--- src/rtl/scoreboard_match_ctrl_if.sv ---
// Event/score bundle between the button processors, display path and the match controller.
interface scoreboard_match_ctrl_if #(parameter int BW = 8);
  logic          up_a_i;
  logic          down_a_i;
  logic          up_b_i;
  logic          down_b_i;
  logic          new_match_i;
  logic [BW-1:0] score_a_o;
  logic [BW-1:0] score_b_o;
  logic [BW-1:0] disp_val_o;
  logic          disp_sel_o;
  logic          blank_o;
  logic [1:0]    winner_o;
  logic [1:0]    state_o;

  modport master (
    output up_a_i, down_a_i, up_b_i, down_b_i, new_match_i,
    input  score_a_o, score_b_o, disp_val_o, disp_sel_o, blank_o, winner_o, state_o
  );
  modport slave (
    input  up_a_i, down_a_i, up_b_i, down_b_i, new_match_i,
    output score_a_o, score_b_o, disp_val_o, disp_sel_o, blank_o, winner_o, state_o
  );
endinterface

--- src/rtl/scoreboard_match_ctrl.sv ---
// Two-player match controller: scores, win detection, shared display scheduling and winner blink.
// Optional WIN_BY_TWO_EN: a win additionally needs a 2-point lead (deuce rule).
module scoreboard_match_ctrl #(
  parameter int BW          = 8,
  parameter int WIN_SCORE   = 11,
  parameter int DISP_TICKS  = 1000,
  parameter int BLINK_TICKS = 250
) (
  input  logic                   clk_i,
  input  logic                   rst_n_i,
  scoreboard_match_ctrl_if.slave sb
);
  localparam int TW  = (DISP_TICKS  > 1) ? $clog2(DISP_TICKS)  : 1;
  localparam int KW  = (BLINK_TICKS > 1) ? $clog2(BLINK_TICKS) : 1;
  localparam logic [TW-1:0] TICK_LAST  = TW'(DISP_TICKS - 1);
  localparam logic [KW-1:0] BLINK_LAST = KW'(BLINK_TICKS - 1);
  localparam logic [BW:0]   WIN_W      = (BW+1)'(WIN_SCORE);
  localparam logic [BW-1:0] MAX_SCORE  = {BW{1'b1}};

  typedef enum logic [1:0] {IDLE = 2'b00, PLAY = 2'b01, WON = 2'b10} state_e;

  state_e        state_q, state_d;
  logic [BW-1:0] score_a_q, score_a_d, score_b_q, score_b_d;
  logic [BW-1:0] disp_val_q, disp_val_d;
  logic [1:0]    winner_q, winner_d;
  logic [TW-1:0] tick_q, tick_d;
  logic [KW-1:0] blink_q, blink_d;
  logic          disp_sel_q, disp_sel_d;
  logic          blank_q, blank_d;
  logic [BW-1:0] nxt_a, nxt_b;
  logic          win_a, win_b;

  // Post-update scores; simultaneous up/down cancels, both ends saturate.
  always_comb begin
    nxt_a = score_a_q;
    nxt_b = score_b_q;
    if (sb.up_a_i && !sb.down_a_i && score_a_q != MAX_SCORE) nxt_a = score_a_q + 1'b1;
    else if (sb.down_a_i && !sb.up_a_i && score_a_q != '0)   nxt_a = score_a_q - 1'b1;
    if (sb.up_b_i && !sb.down_b_i && score_b_q != MAX_SCORE) nxt_b = score_b_q + 1'b1;
    else if (sb.down_b_i && !sb.up_b_i && score_b_q != '0)   nxt_b = score_b_q - 1'b1;
  end

`ifdef WIN_BY_TWO_EN
  assign win_a = ({1'b0, nxt_a} >= WIN_W) && ({1'b0, nxt_a} >= {1'b0, nxt_b} + (BW+1)'(2));
  assign win_b = ({1'b0, nxt_b} >= WIN_W) && ({1'b0, nxt_b} >= {1'b0, nxt_a} + (BW+1)'(2));
`else
  assign win_a = ({1'b0, nxt_a} >= WIN_W) && (nxt_a > nxt_b);
  assign win_b = ({1'b0, nxt_b} >= WIN_W) && (nxt_b > nxt_a);
`endif

  always_comb begin
    state_d    = state_q;
    score_a_d  = score_a_q;
    score_b_d  = score_b_q;
    winner_d   = winner_q;
    tick_d     = tick_q;
    disp_sel_d = disp_sel_q;
    blink_d    = blink_q;
    blank_d    = blank_q;
    disp_val_d = disp_sel_q ? score_b_q : score_a_q;

    if (sb.new_match_i) begin
      state_d    = PLAY;
      score_a_d  = '0;
      score_b_d  = '0;
      winner_d   = 2'b00;
      tick_d     = '0;
      disp_sel_d = 1'b0;
      blink_d    = '0;
      blank_d    = 1'b0;
    end else begin
      case (state_q)
        IDLE, PLAY: begin
          blank_d = 1'b0;
          if (tick_q == TICK_LAST) begin
            tick_d     = '0;
            disp_sel_d = ~disp_sel_q;
          end else begin
            tick_d = tick_q + 1'b1;
          end
          if (state_q == PLAY) begin
            score_a_d = nxt_a;
            score_b_d = nxt_b;
            // Winner's side takes the display on the winning edge itself.
            if (win_a || win_b) begin
              state_d    = WON;
              winner_d   = win_a ? 2'b01 : 2'b10;
              disp_sel_d = win_b;
              blink_d    = '0;
              blank_d    = 1'b0;
            end
          end
        end
        WON: begin
          if (blink_q == BLINK_LAST) begin
            blink_d = '0;
            blank_d = ~blank_q;
          end else begin
            blink_d = blink_q + 1'b1;
          end
        end
        default: state_d = IDLE;
      endcase
    end
  end

  always_ff @(posedge clk_i or negedge rst_n_i) begin
    if (!rst_n_i) begin
      state_q    <= IDLE;
      score_a_q  <= '0;
      score_b_q  <= '0;
      disp_val_q <= '0;
      winner_q   <= 2'b00;
      tick_q     <= '0;
      disp_sel_q <= 1'b0;
      blink_q    <= '0;
      blank_q    <= 1'b0;
    end else begin
      state_q    <= state_d;
      score_a_q  <= score_a_d;
      score_b_q  <= score_b_d;
      disp_val_q <= disp_val_d;
      winner_q   <= winner_d;
      tick_q     <= tick_d;
      disp_sel_q <= disp_sel_d;
      blink_q    <= blink_d;
      blank_q    <= blank_d;
    end
  end

  assign sb.score_a_o  = score_a_q;
  assign sb.score_b_o  = score_b_q;
  assign sb.disp_val_o = disp_val_q;
  assign sb.disp_sel_o = disp_sel_q;
  assign sb.blank_o    = blank_q;
  assign sb.winner_o   = winner_q;
  assign sb.state_o    = state_q;
endmodule
--- src/flat_wrapper.sv ---
// flat-port wrapper written by rule: the top's interface ports become plain ports
module scoreboard_match_ctrl_flat 
#(
  parameter int BW          = 8,
  parameter int WIN_SCORE   = 11,
  parameter int DISP_TICKS  = 1000,
  parameter int BLINK_TICKS = 250
)
  (clk_i, rst_n_i, sb_up_a_i, sb_down_a_i, sb_up_b_i, sb_down_b_i, sb_new_match_i, sb_score_a_o, sb_score_b_o, sb_disp_val_o, sb_disp_sel_o, sb_blank_o, sb_winner_o, sb_state_o);
  scoreboard_match_ctrl_if #(.BW(BW)) sb_i ();
  input  logic clk_i;
  input  logic rst_n_i;
  input wire logic [$bits(sb_i.up_a_i)-1:0] sb_up_a_i;
  input wire logic [$bits(sb_i.down_a_i)-1:0] sb_down_a_i;
  input wire logic [$bits(sb_i.up_b_i)-1:0] sb_up_b_i;
  input wire logic [$bits(sb_i.down_b_i)-1:0] sb_down_b_i;
  input wire logic [$bits(sb_i.new_match_i)-1:0] sb_new_match_i;
  output wire logic [$bits(sb_i.score_a_o)-1:0] sb_score_a_o;
  output wire logic [$bits(sb_i.score_b_o)-1:0] sb_score_b_o;
  output wire logic [$bits(sb_i.disp_val_o)-1:0] sb_disp_val_o;
  output wire logic [$bits(sb_i.disp_sel_o)-1:0] sb_disp_sel_o;
  output wire logic [$bits(sb_i.blank_o)-1:0] sb_blank_o;
  output wire logic [$bits(sb_i.winner_o)-1:0] sb_winner_o;
  output wire logic [$bits(sb_i.state_o)-1:0] sb_state_o;
  assign sb_i.up_a_i = sb_up_a_i;
  assign sb_i.down_a_i = sb_down_a_i;
  assign sb_i.up_b_i = sb_up_b_i;
  assign sb_i.down_b_i = sb_down_b_i;
  assign sb_i.new_match_i = sb_new_match_i;
  assign sb_score_a_o = sb_i.score_a_o;
  assign sb_score_b_o = sb_i.score_b_o;
  assign sb_disp_val_o = sb_i.disp_val_o;
  assign sb_disp_sel_o = sb_i.disp_sel_o;
  assign sb_blank_o = sb_i.blank_o;
  assign sb_winner_o = sb_i.winner_o;
  assign sb_state_o = sb_i.state_o;
  scoreboard_match_ctrl #(.BW(BW), .WIN_SCORE(WIN_SCORE), .DISP_TICKS(DISP_TICKS), .BLINK_TICKS(BLINK_TICKS)) u_core (.clk_i(clk_i), .rst_n_i(rst_n_i), .sb(sb_i));
endmodule
--- config.mk ---
export PLATFORM = sky130hd
export DESIGN_NAME = scoreboard_match_ctrl_flat
export DESIGN_NICKNAME = d
export VERILOG_FILES = /design/src/rtl/scoreboard_match_ctrl_if.sv /design/src/rtl/scoreboard_match_ctrl.sv /design/src/flat_wrapper.sv
export SDC_FILE = /design/constraint.sdc
export NUM_CORES = 1
export LEC_CHECK = 0
export ABC_AREA = 1
export CAP_MARGIN = 20
export CORE_UTILIZATION = 50
export DETAILED_ROUTE_END_ITERATION = 16
export MAX_ROUTING_LAYER = met4
export PLACE_DENSITY = 0.72
export SETUP_SLACK_MARGIN = 0.1
export SLEW_MARGIN = 20
export SYNTH_ARGS = -nofsm -noshare
export SYNTH_HDL_FRONTEND = slang
export SYNTH_SLANG_ARGS = --single-unit
--- constraint.sdc ---
create_clock -name clk_i -period 2.9 [get_ports clk_i]
set_input_delay 0.58 -clock clk_i [delete_from_list [all_inputs] [get_ports clk_i]]
set_output_delay 0.58 -clock clk_i [all_outputs]
set_load 0.1 [all_outputs]
; ---- Word-level counts from Yosys, hierarchy flattened
; Index checks and enable logic that the tools add are counted.
[totals]
register_bits = 48
output_inout_bits = 30
[op_classes]
addsub = 6
order_cmp = 4
eq_ne = 10
n_mux = 36
bitwise = 2
n_reduce_logical = 28
[op_table]
columns = operator, n
row1 = $mux W8, 15
row2 = $mux W10, 3
row3 = $add A8 B1 Y8 const B, 3
row4 = $ge A8 B4 Y1 const B, 2
row5 = $gt A8 B8 Y1, 2
row6 = $mux W2, 8
row7 = $ne A8 B8 Y1 const B, 2
row8 = $pmux W8 S2, 1
row9 = $reduce_bool A8 Y1, 2
row10 = $sub A8 B1 Y8 const B, 2
row11 = $add A10 B1 Y10 const B, 1
row12 = $eq A10 B10 Y1 const B, 1
row13 = $logic_and A1 B1 Y1, 10
row14 = $ne A3 B2 Y1 const B, 3
row15 = $reduce_and A3 Y1, 3
row16 = $eq A8 B8 Y1 const B, 1
row17 = $mux W1, 7
row18 = $reduce_bool A2 Y1, 3
row19 = $logic_not A1 Y1, 4
row20 = $pmux W2 S2, 1
row21 = $reduce_and A2 Y1, 2
row22 = $reduce_bool A3 Y1, 1
row23 = $eq A2 B1 Y1 const B, 1
row24 = $eq A2 B2 Y1 const B, 1
row25 = 6 further kinds, 7

; ---- Logic depth before layout (Yosys ltp)
; Gate-level depths: netlist of the first run.
[logic_depth]
depth_word = 12
mapped_depth = 23
depth_no_buf = 23

; ---- Least setup slack after synthesis of the first run
; OpenSTA, ideal clock, no wires.
[synth_timing]
kind = register to register
start = reg u_core.score_a_q[0], in the netlist u_core.sb.score_a_o[0]
end = reg u_core.blink_q[6]
setup_time_ns = 0.066
arrival_time_ns = 3.306
t_required_ns = 2.834
slack_ns = -0.472
stages_incl_launch_ff = 23
synth_period_minus_slack_ns = 3.372
path_cell_list = dfrtp_1 inv_1 ha_1 nand2_1 nor2_1 nand2_2 nand3_1 nand2_1 nand3_1 nand2_2 inv_1 ha_1 nand2_1 inv_1 nand3_1 inv_1 a21oi_1 nor2_1 nand2_1 nand3_2 nand3_4 nand2_1 nand2_1
[synth_via]
elab_chain_len = 9
[synth_rtl]
columns = item, line
row1 = start: declaration, scoreboard_match_ctrl.sv:23  ; logic [BW-1:0] score_a_q, score_a_d, score_b_q, score_b_d;
row2 = start signal: assignment, scoreboard_match_ctrl.sv:120  ; score_a_q <= score_a_d;
row3 = "parallel branches: the longest is 3 deep, another holds $sub A8 B1 Y8", --
row4 = $mux W8 *, scoreboard_match_ctrl.sv:37  ; if (sb.up_a_i && !sb.down_a_i && score_a_q != MAX_SCORE) nxt_a = score_a_q + 1'b1;
row5 = $ge A8 B4 Y1 (tied with other cells), scoreboard_match_ctrl.sv:47  ; assign win_a = ({1'b0, nxt_a} >= WIN_W) && (nxt_a > nxt_b);
row6 = "$logic_and A1 B1 Y1, on equally long branches", "scoreboard_match_ctrl.sv:47, scoreboard_match_ctrl.sv:48"
row7 = $logic_or A1 B1 Y1 *, scoreboard_match_ctrl.sv:85  ; if (win_a || win_b) begin
row8 = $ne A3 B2 Y1 (no line) *, --
row9 = $reduce_and A3 Y1 (no line) *, --
row10 = end signal: assignment, scoreboard_match_ctrl.sv:126  ; blink_q <= blink_d;
row11 = end: declaration, scoreboard_match_ctrl.sv:27  ; logic [KW-1:0] blink_q, blink_d;
; Mark *: on every way between the ends.
; A chain may end at the register's enable or synchronous reset.

; ---- Final worst setup path of the first run
[layout_timing]
start = reg u_core.score_a_q[0], in the netlist u_core.sb.score_a_o[0]
end = reg u_core.blink_q[7]
; The elaborated chain is that of the path after synthesis.

==> qor.txt, run 1 <==
Status -> finished clean
Critical-path cell list -> inv_4 > ha_4 > nand3_1 > nor2_2 > nor2_4 > nand2_1 > o21ai_0 > a21oi_2 > ha_4 > a21oi_4 > o21ai_4 > a21oi_4 > nor2_2 > nand2_1 > nand3_2 > nand3_4 > nand2_1 > nand2_1
Distinct cells, synth -> 35
Peak VDD IR -> 0.607 mV
Crit path DAT -> 3020 ps
Clock transition at the registers of the reported paths -> 90 ps
Post-synth top area share -> 0.342
Crit share post-route -> 0.953
Setup tns final -> 0 ps
Reg2reg start -> u_core.sb.score_a_o[0]
Share of cells above drive strength 1 -> 0.339
Slowest cell on crit path -> dfrtp_4
Post-synth top area cell -> dfrtp_1
Ant diodes -> 0
Register area share after synthesis -> 0.342
Initial Utilization -> 0.517
Clock Power Share -> 0.100
Total track usage -> 0.250
Data required time at the worst endpoint -> 3160 ps
Fin. max-slew vios -> 0
Number of global-route vias before repair -> 3132
Unrepaired setup endpoints after global routing -> true
Switch share -> 0.552
EDFF count, synth -> 0
DR WL/cell -> 13.1 microns
First-pass GRT wire length -> 14.2 mm
Top-count cell post-synth -> nand2_1
DP Wirelength -> 6.24 mm
CP bufs+invs -> 1
Worst Setup End Kind -> register
Number of cells on the critical path -> 18
Syn Nets -> 522
Avg Inst Size Synth -> 7.05 sq um
PortBufs -> 36
Core Region -> 6790 sq um
DRC violations left -> 0
CTS tree -> built
Die height -> 85.8 microns
Int Power -> 2.34 mW
Placer Congestion -> 0.884
Via-per-instance ratio -> 5.19
Final setup viols -> 0
Relative slew slack -> 0.559
Clock sink total -> 48
Metal-1 WL -> 3.97 mm
Syn. warnings -> 0
Crit path from -> u_core.sb.score_a_o[0]
Cell family with most CP delay -> simple AND/OR/NAND/NOR gates
Inserted Clock Buffers -> 5
Largest net degree at the start of global routing -> 31
Crit Path Max Fanout -> 8
#FFs+latches synth -> 48
DR iter-0 viols -> 199
Post-synth top flop -> dfrtp_1
Achievable frequency -> 362 MHz
Hold buffer count at CTS -> 0
Chip width -> 85.8 microns
NetSw -> 2.89 mW
Metal2 WL -> 4.25 mm
Synth-to-Final Area Change -> 31.9%
Antenna violations before repair -> 0
Worst Skew -> 5.35 ps
Tightest Pin Transition -> 662 ps
FF-to-FF path depth -> 18
Max stage delay on crit path -> 540 ps
Worst setup path class -> reg -> reg
H-tree levels -> 2
Share of flip-flops with an asynchronous set or reset -> 1.00
First drt pass iteration count -> 4
Synth top area cells -> dfrtp_1, nand2_1, ha_1
Clock Tree Buf Depth -> 2
Cell mode on critical path -> nand2_1
Worst Setup Start Kind -> register
Cell Rows -> 30
Detailed-route via count -> 3458
I/O Pins -> 37
Total grt overflow -> 0
Fillers -> 565
Post-synth top cells -> nand2_1, inv_1, dfrtp_1, nor2_1, nand3_1
Min cycle time layout -> 2760 ps
Post-layout util -> 0.681
Clk root buf -> clkbuf_8
Syn Std Cell Area -> 3510 sq um
Logic pwr share -> 0.698
Synth Instances -> 498
# nets final -> 593
Hold Vio Cnt, Final -> 0
Leak pwr -> 2.26 nW
Power per cell area -> 1130 nW/um^2
Worst Hold Class -> in -> async
Sequential power share -> 0.202
Wirelength, routed -> 8.71 mm
Top sig layer -> met4
Routed Antenna Nets -> 0
Latest clock arrival within the worst-skew pair -> 310 ps
Maxcap violations -> 0
Met3 routed WL -> 335 microns
Die area -> 7360 sq um
[final cells by class]
type | count | area (sq um) | area share
Tap cell | 96 | 120 | 0.0260
Clock buffer | 6 | 82.6 | 0.0178
Multi-Input combinational cell | 377 | 2320 | 0.502
Timing Repair Buffer | 75 | 583 | 0.126
Clock inverter | 2 | 38.8 | 0.00838
Inverter | 62 | 245 | 0.0530
Sequential cell | 48 | 1230 | 0.267
[routing by layer]
layer | track usage | vias up
met5 | - | -
met2 | 0.417 | 86
met3 | 0.0318 | 17
met4 | 0.0803 | 0
met1 | 0.316 | 1617
li1 | - | 1738
[worst paths after layout]
path / to / slack (ps)
max in group asynchronous: u_core.blink_q[4] / 1900
min: u_core.sb.score_b_o[6] / 290
min in group clk_i: u_core.blink_q[5] / 530
min reg2reg: u_core.blink_q[5] / 530
max reg2reg: u_core.blink_q[7] / 140
max: u_core.blink_q[7] / 140
[what timing repair did]
action | in CTS | in global routing
setup buffers | 1 | 9
gates resized for setup | 3 | 83
endpoints found under the setup margin | 11 | 13
pin swaps | 0 | 30
gates cloned | 0 | 0
[cell usage in the layout, fill, tap and decap left out, types with 6 or more instances in the layout]
cell type / netlist / final
xor2_1: 16 / 16
ha_4: 0 / 12
nand4_1: 7 / 7
buf_4: 0 / 67
nor3_1: 7 / 6
nand2_4: 3 / 7
nand2_1: 157 / 143
nand3_1: 33 / 29
dfrtp_1: 48 / 32
nand2_2: 15 / 25
nor2_1: 41 / 34
nand3_2: 4 / 7
inv_2: 8 / 16
o22ai_1: 18 / 18
o21ai_0: 28 / 24
clkbuf_8: 0 / 6
inv_1: 51 / 39
nor2_2: 5 / 9
dfrtp_2: 0 / 11
[flip-flops by register name (all words and copies together) (netlist names)]
register              count
u_core.sb.blank_o         1
u_core.sb.score_b_o       8
u_core.sb.score_a_o       8
u_core.sb.winner_o        2
u_core.tick_q            10
u_core.sb.disp_sel_o      1
u_core.blink_q            8
u_core.sb.state_o         2
u_core.sb.disp_val_o      8
[metrics by stage]
stage / setup WS, ps / cell area, sq um / instances / power [mW] / hold slack [ps]
floorplan: 104 / 3540 / 498 / 3.27 / 284
global placement: -218 / 4080 / 648 / 3.97 / 500
detailed placement: -245 / 4080 / 648 / 4.00 / 518
CTS: 104 / 4210 / 657 / 4.55 / 305
global route: -15.4 / 4630 / 666 / 5.57 / 344
finish: 136 / 4630 / 666 / 5.23 / 293
[power by group through the flow]
stage,combinational (mW),clock [mW],sequential (mW)
2_1_floorplan,1.42,0,1.84
3_3_place_gp,2.91,0,1.05
3_5_place_dp,2.95,0,1.05
4_1_cts,2.99,0.526,1.04
5_1_grt,3.94,0.551,1.08
6_report,3.65,0.521,1.06
[worst register-to-register path, stage by stage, from the launching register on]
cell     delay, ps
dfrtp_4        540
inv_4           80
ha_4           130
nand3_1        110
nor2_2         150
nor2_4          60
nand2_1         60
o21ai_0        100
a21oi_2        260
ha_4           260
a21oi_4        160
o21ai_4         80
a21oi_4        200
nor2_2          70
nand2_1         90
nand3_2         90
nand3_4        130
nand2_1         70
nand2_1         60
[kinds of logic (layout without fill, tap and decap cells)]
group,Yosys count,after routing,share of synthesized area
AO/OA/AOI/OAI,60,60,0.0941
XOR/XNOR,18,18,0.0449
adder cells (fa/ha/maj),17,17,0.0606
buffers and inverters,73,145,0.0902
flip-flops,48,48,0.342
multiplexers,1,1,0.00285
AND/OR/NAND/NOR,281,281,0.365
Power figures use the tool's default switching activity.
==> inputs of run 2 (changes only) <==
- CORE_MARGIN: default -> 5
==> qor.txt, run 2 (same netlist as run 1, synthesis figures left out) <==
Status -> finished clean (unchanged)
Worst Hold Class -> in -> async (unchanged)
Maxcap violations -> 0 (unchanged)
H-tree levels -> 2 (unchanged)
Total grt overflow -> 0 (unchanged)
Synth-to-Final Area Change -> 33.4% (was 31.9%)
Data required time at the worst endpoint -> 3110 ps (was 3160 ps)
Hold buffer count at CTS -> 0 (unchanged)
GRT Max-Usage Layer -> met2 (unchanged)
Die area -> 8790 sq um (was 7360 sq um)
Commonest non-fill, non-tap cell in the layout -> nand2_1 (unchanged)
DR WL/cell -> 13.8 microns (was 13.1 microns)
Largest Register -> u_core.tick_q (unchanged)
Achievable frequency -> 360 MHz (was 362 MHz)
Critical-path cell list -> clkdlybuf4s50_1 > inv_1 > nor2_1 > nand2_4 > inv_4 > mux2i_1 > inv_1 > ha_4 > nand2_4 > o21ai_4 > a21oi_4 > nor2_4 > nand2_2 > nand3_2 > nand3_4 > nand2_1 > nand2_1 (was inv_4 > ha_4 > nand3_1 > nor2_2 > nor2_4 > nand2_1 > o21ai_0 > a21oi_2 > ha_4 > a21oi_4 > o21ai_4 > a21oi_4 > nor2_2 > nand2_1 > nand3_2 > nand3_4 > nand2_1 > nand2_1)
DP Wirelength -> 6.38 mm (was 6.24 mm)
Worst setup path class -> in -> reg (was reg -> reg)
Most frequent cells in the layout -> nand2_1, buf_4, inv_1, nor2_1, dfrtp_1 (unchanged)
Fin. max-slew vios -> 0 (unchanged)
Placer Congestion -> 0.873 (was 0.884)
Clk root buf -> clkbuf_8 (unchanged)
Share of cells above drive strength 1 -> 0.342 (was 0.339)
Chip width -> 93.8 microns (was 85.8 microns)
Hold_ws -> 310 ps (was 293 ps)
Inserted Clock Buffers -> 5 (unchanged)
Min cycle time layout -> 2780 ps (was 2760 ps)
Antenna violations before repair -> 0 (unchanged)
Ant diodes -> 0 (unchanged)
Clock Tree Buf Depth -> 2 (unchanged)
Routing usage on met3 -> 0.0321 (was 0.0318)
First drt pass iteration count -> 6 (was 4)
Wirelength, routed -> 9.20 mm (was 8.71 mm)
Met1 usage -> 0.279 (was 0.316)
DR iter-0 viols -> 220 (was 199)
Die height -> 93.8 microns (was 85.8 microns)
Via-per-instance ratio -> 5.25 (was 5.19)
Unrepaired setup endpoints after global routing -> true (unchanged)
Total track usage -> 0.210 (was 0.250)
Worst Setup End Kind -> register (unchanged)
PortBufs -> 36 (unchanged)
Crit share post-route -> 0.957 (was 0.953)
Relative slew slack -> 0.543 (was 0.559)
CTS tree -> built (unchanged)
Clock sink total -> 48 (unchanged)
Core Region -> 6830 sq um (was 6790 sq um)
Detailed-route via count -> 3510 (was 3458)
Initial Utilization -> 0.514 (was 0.517)
Slowest cell on crit path -> clkdlybuf4s50_1 (was dfrtp_4)
Latest clock arrival within the worst-skew pair -> 310 ps (about the same)
Non-Filler Instances -> 669 (was 666)
Number of flip-flops under the largest register name -> 10 (unchanged)
Worst Skew -> 6.70 ps (was 5.35 ps)
CP bufs+invs -> 4 (was 1)
# nets final -> 596 (was 593)
Cell Rows -> 30 (unchanged)
Worst Setup Start Kind -> primary input (was register)
Routed Antenna Nets -> 0 (unchanged)
Largest net degree at the start of global routing -> 31 (unchanged)
Number of global-route vias before repair -> 3197 (was 3132)
Cell family with most CP delay -> simple AND/OR/NAND/NOR gates (unchanged)
Met2 usage -> 0.339 (was 0.417)
First-pass GRT wire length -> 14.7 mm (was 14.2 mm)
Final setup viols -> 0 (unchanged)
Tightest Pin Transition -> 685 ps (was 662 ps)
Crit Path Max Fanout -> 8 (unchanged)
Leak pwr -> 2.29 nW (was 2.26 nW)
Power per cell area -> 1140 nW/um^2 (was 1130 nW/um^2)
Hold Vio Cnt, Final -> 0 (unchanged)
I/O Pins -> 37 (unchanged)
Peak VDD IR -> 0.848 mV (was 0.607 mV)
Max stage delay on crit path -> 450 ps (was 540 ps)
DP Cell Count -> 649 (was 648)
Crit path DAT -> 2980 ps (was 3020 ps)
DRC violations left -> 0 (unchanged)
Clock transition at the registers of the reported paths -> 100 ps (was 90 ps)
Setup tns final -> 0 ps (unchanged)
## run 2: changes by cell type in the layout (fill, tap and decap cells not counted), moves of 2 or more
cell,previous run,this run
buf_4,67,69
nand3_1,29,27
nand3_4,2,4
nand2_2,25,27
nor2_4,5,9
o21ai_0,24,22
nor2_2,9,4
o21ai_1,2,5
## run 2: per-layer routing
layer  vias up  share of wire
met5         -              0
met4         0          0.015
met3        12          0.040
met2        88           0.50
met1      1660           0.45
li1       1750              -
## run 2: where the power goes
group | switching (mW) | internal (mW) | total, mW
logic | 2.49 | 1.28 | 3.77
clock network | 0.240 | 0.260 | 0.500
registers | 0.236 | 0.828 | 1.06
## run 2: worst paths after layout
| check | startpoint | to | slack (ps) | cells past startpoint |
|---|---|---|---|---|
| max | sb_up_b_i | u_core.blink_q[7] | 120 | 17 |
| min in group clk_i | u_core.blink_q[1] | u_core.blink_q[1] | 540 | 2 |
| max reg2reg | u_core.sb.score_a_o[1] | u_core.blink_q[7] | 140 | 16 |
| max in group asynchronous | rst_n_i | u_core.sb.disp_sel_o | 1980 | 2 |
| min reg2reg | u_core.blink_q[1] | u_core.blink_q[1] | 540 | 2 |
| min | rst_n_i | u_core.sb.score_b_o[7] | 310 | 1 |
## run 2: layout make-up
cell class	count	area, sq um
multi-input combinational	377	2350
fill	567	2150
sequential	48	1230
timing repair buffer	78	618
inverter	62	248
tap	96	120
clock buffer	5	68.8
clock inverter	3	46.3
## run 2: through the flow
step	instance area (sq um)	power, mW	worst slack, ps	util
after floorplan	3540	3.27	104	-
after global placement	4100	3.99	-189	0.600
after detailed placement	4100	4.03	-296	0.600
after CTS	4300	4.67	114	0.629
after global routing	4680	5.71	-39.6	0.686
final	4680	5.33	123	0.686
## run 2: repair_timing
item,4_1_cts,5_1_grt
pin swaps,5,34
gates cloned,0,0
endpoints found under the setup margin,13,13
resized for setup,11,83
setup buffers,6,6
==> inputs of run 3 (changes only) <==
- CORE_ASPECT_RATIO: default -> 1.75
- PLACE_DENSITY: 0.72 -> 0.69
==> qor.txt, run 3 (same netlist as run 1, synthesis figures left out) <==
Unrepaired setup endpoints after global routing -> true (unchanged)
Via-per-instance ratio -> 5.40 (was 5.25)
Worst setup path class -> in -> reg (unchanged)
# nets final -> 601 (was 596)
Commonest non-fill, non-tap cell in the layout -> nand2_1 (unchanged)
Achievable frequency -> 366 MHz (was 360 MHz)
Most frequent cells in the layout -> nand2_1, buf_4, inv_1, nor2_1, dfrtp_1 (unchanged)
Worst Hold Class -> in -> async (unchanged)
First drt pass iteration count -> 5 (was 6)
Relative slew slack -> 0.422 (was 0.543)
Tightest Pin Transition -> 868 ps (was 685 ps)
PortBufs -> 36 (unchanged)
Chip width -> 73.3 microns (was 93.8 microns)
Critical-path cell list -> clkdlybuf4s50_1 > inv_1 > nor2_2 > nand2_4 > inv_4 > nand2_1 > nand2_1 > nand2_1 > nand2_2 > inv_1 > ha_4 > nand2_4 > inv_2 > nand3_2 > inv_2 > a21oi_4 > nor2_4 > nand2_2 > nand3_2 > nand3_4 > nand2_2 > nand2_1 (was clkdlybuf4s50_1 > inv_1 > nor2_1 > nand2_4 > inv_4 > mux2i_1 > inv_1 > ha_4 > nand2_4 > o21ai_4 > a21oi_4 > nor2_4 > nand2_2 > nand3_2 > nand3_4 > nand2_1 > nand2_1)
DP Cell Count -> 643 (was 649)
Cell family with most CP delay -> simple AND/OR/NAND/NOR gates (unchanged)
Antenna violations before repair -> 0 (unchanged)
Hold buffer count at CTS -> 0 (unchanged)
Largest net degree at the start of global routing -> 37 (was 31)
Worst Setup End Kind -> register (unchanged)
Fin. max-slew vios -> 0 (unchanged)
Ant diodes -> 0 (unchanged)
Latest clock arrival within the worst-skew pair -> 290 ps (was 310 ps)
Routed Antenna Nets -> 0 (unchanged)
Peak VDD IR -> 0.839 mV (was 0.848 mV)
Crit Path Max Fanout -> 8 (unchanged)
Maxcap violations -> 0 (unchanged)
Placer Congestion -> 0.934 (was 0.873)
Data required time at the worst endpoint -> 3090 ps (was 3110 ps)
DP Wirelength -> 7.31 mm (was 6.38 mm)
Cell mode on critical path -> nand2_1
Slowest cell on crit path -> clkdlybuf4s50_1 (unchanged)
Share of cells above drive strength 1 -> 0.353 (was 0.342)
H-tree levels -> 2 (unchanged)
Max stage delay on crit path -> 450 ps (about the same)
Hold Vio Cnt, Final -> 0 (unchanged)
Inserted Clock Buffers -> 5 (unchanged)
Die area -> 8860 sq um (was 8790 sq um)
Detailed-route via count -> 3578 (was 3510)
Power per cell area -> 1140 nW/um^2 (about the same)
Worst Skew -> 4.63 ps (was 6.70 ps)
First-pass GRT wire length -> 15.4 mm (was 14.7 mm)
Min cycle time layout -> 2730 ps (was 2780 ps)
Total grt overflow -> 0 (unchanged)
Leak pwr -> 2.32 nW (was 2.29 nW)
Crit share post-route -> 0.943 (was 0.957)
Cell Rows -> 40 (was 30)
Status -> finished clean (unchanged)
Crit path DAT -> 2920 ps (was 2980 ps)
Worst Setup Start Kind -> primary input (unchanged)
Number of global-route vias before repair -> 3397 (was 3197)
Clock sink total -> 48 (unchanged)
CTS tree -> built (unchanged)
Total track usage -> 0.226 (was 0.210)
Clock transition at the registers of the reported paths -> 70 ps (was 100 ps)
R2R Setup Slk -> 170 ps (was 140 ps)
Number of flip-flops under the largest register name -> 10 (unchanged)
DR WL/cell -> 14.8 microns (was 13.8 microns)
Final setup viols -> 0 (unchanged)
Die height -> 121 microns (was 93.8 microns)
Synth-to-Final Area Change -> 34.2% (was 33.4%)
Largest Register -> u_core.tick_q (unchanged)
Clk root buf -> clkbuf_16 (was clkbuf_8)
DRC violations left -> 0 (unchanged)
Post-layout util -> 0.687 (was 0.686)
DR iter-0 viols -> 223 (was 220)
Core Region -> 6860 sq um (was 6830 sq um)
Initial Utilization -> 0.512 (was 0.514)
CP bufs+invs -> 6 (was 4)
Non-Filler Instances -> 662 (was 669)
I/O Pins -> 37 (unchanged)
Clock Tree Buf Depth -> 2 (unchanged)
Wirelength, routed -> 9.80 mm (was 9.20 mm)
==> run 3: changes by cell type in the layout (fill, tap and decap cells not counted), moves of 2 or more <==
cell	change
nor2_2	+5
o21ai_2	+3
clkbuf_16	+5
nand3_4	-2
nor2_4	-4
o21ai_1	-3
buf_4	+5
clkbuf_8	-4
==> run 3: path summary, 6_finish.rpt <==
path / from / end / cells after the start
min in group clk_i: u_core.blink_q[7] / u_core.blink_q[7] / 2
worst min-delay path: rst_n_i / u_core.sb.disp_val_o[6] / 1
worst max register to register: u_core.sb.score_a_o[0] / u_core.blink_q[7] / 20
worst min register to register: u_core.blink_q[7] / u_core.blink_q[7] / 2
worst max-delay path: sb_up_a_i / u_core.blink_q[7] / 22
max in group asynchronous: rst_n_i / u_core.sb.winner_o[0] / 2
==> run 3: what timing repair did <==
| action | CTS | global route |
|---|---|---|
| resized for setup | 10 | 82 |
| setup endpoints to repair | 13 | 13 |
| pin swaps | 2 | 31 |
| setup buffers | 1 | 10 |
==> run 3: area by class of cell <==
cell class | instances | area, sq um
fillers | 565 | 2150
inverters | 62 | 250
repair buffers | 83 | 647
multi-input cells | 377 | 2320
clock buffers | 6 | 139
flip-flops and latches | 48 | 1230
clock inverters | 2 | 13.8
well taps | 84 | 105
==> run 3: routing by layer <==
layer	part of all wire	track usage
met1	0.37	0.245
met2	0.56	0.409
met3	0.040	0.0333
met4	0.031	0.0771
met5	0	-
==> run 3: stage by stage <==
step | setup TNS, ps | power [mW] | hold WS, ps | area (sq um) | worst slack, ps
5_1_grt | -39.9 | 5.70 | 454 | 4710 | -13.4
6_report | 0 | 5.35 | 396 | 4710 | 166
4_1_cts | 0 | 4.75 | 411 | 4300 | 100
3_5_place_dp | -3050 | 4.11 | 517 | 4120 | -268
3_3_place_gp | -2600 | 4.06 | 500 | 4120 | -226
2_1_floorplan | 0 | 3.27 | 284 | 3540 | 104
==> run 3: where the power goes <==
part,total (mW),switching [mW],internal [mW]
sequential,1.07,0.243,0.829
combinational,3.67,2.42,1.25
clock,0.602,0.257,0.345
total,5.35,2.92,2.42
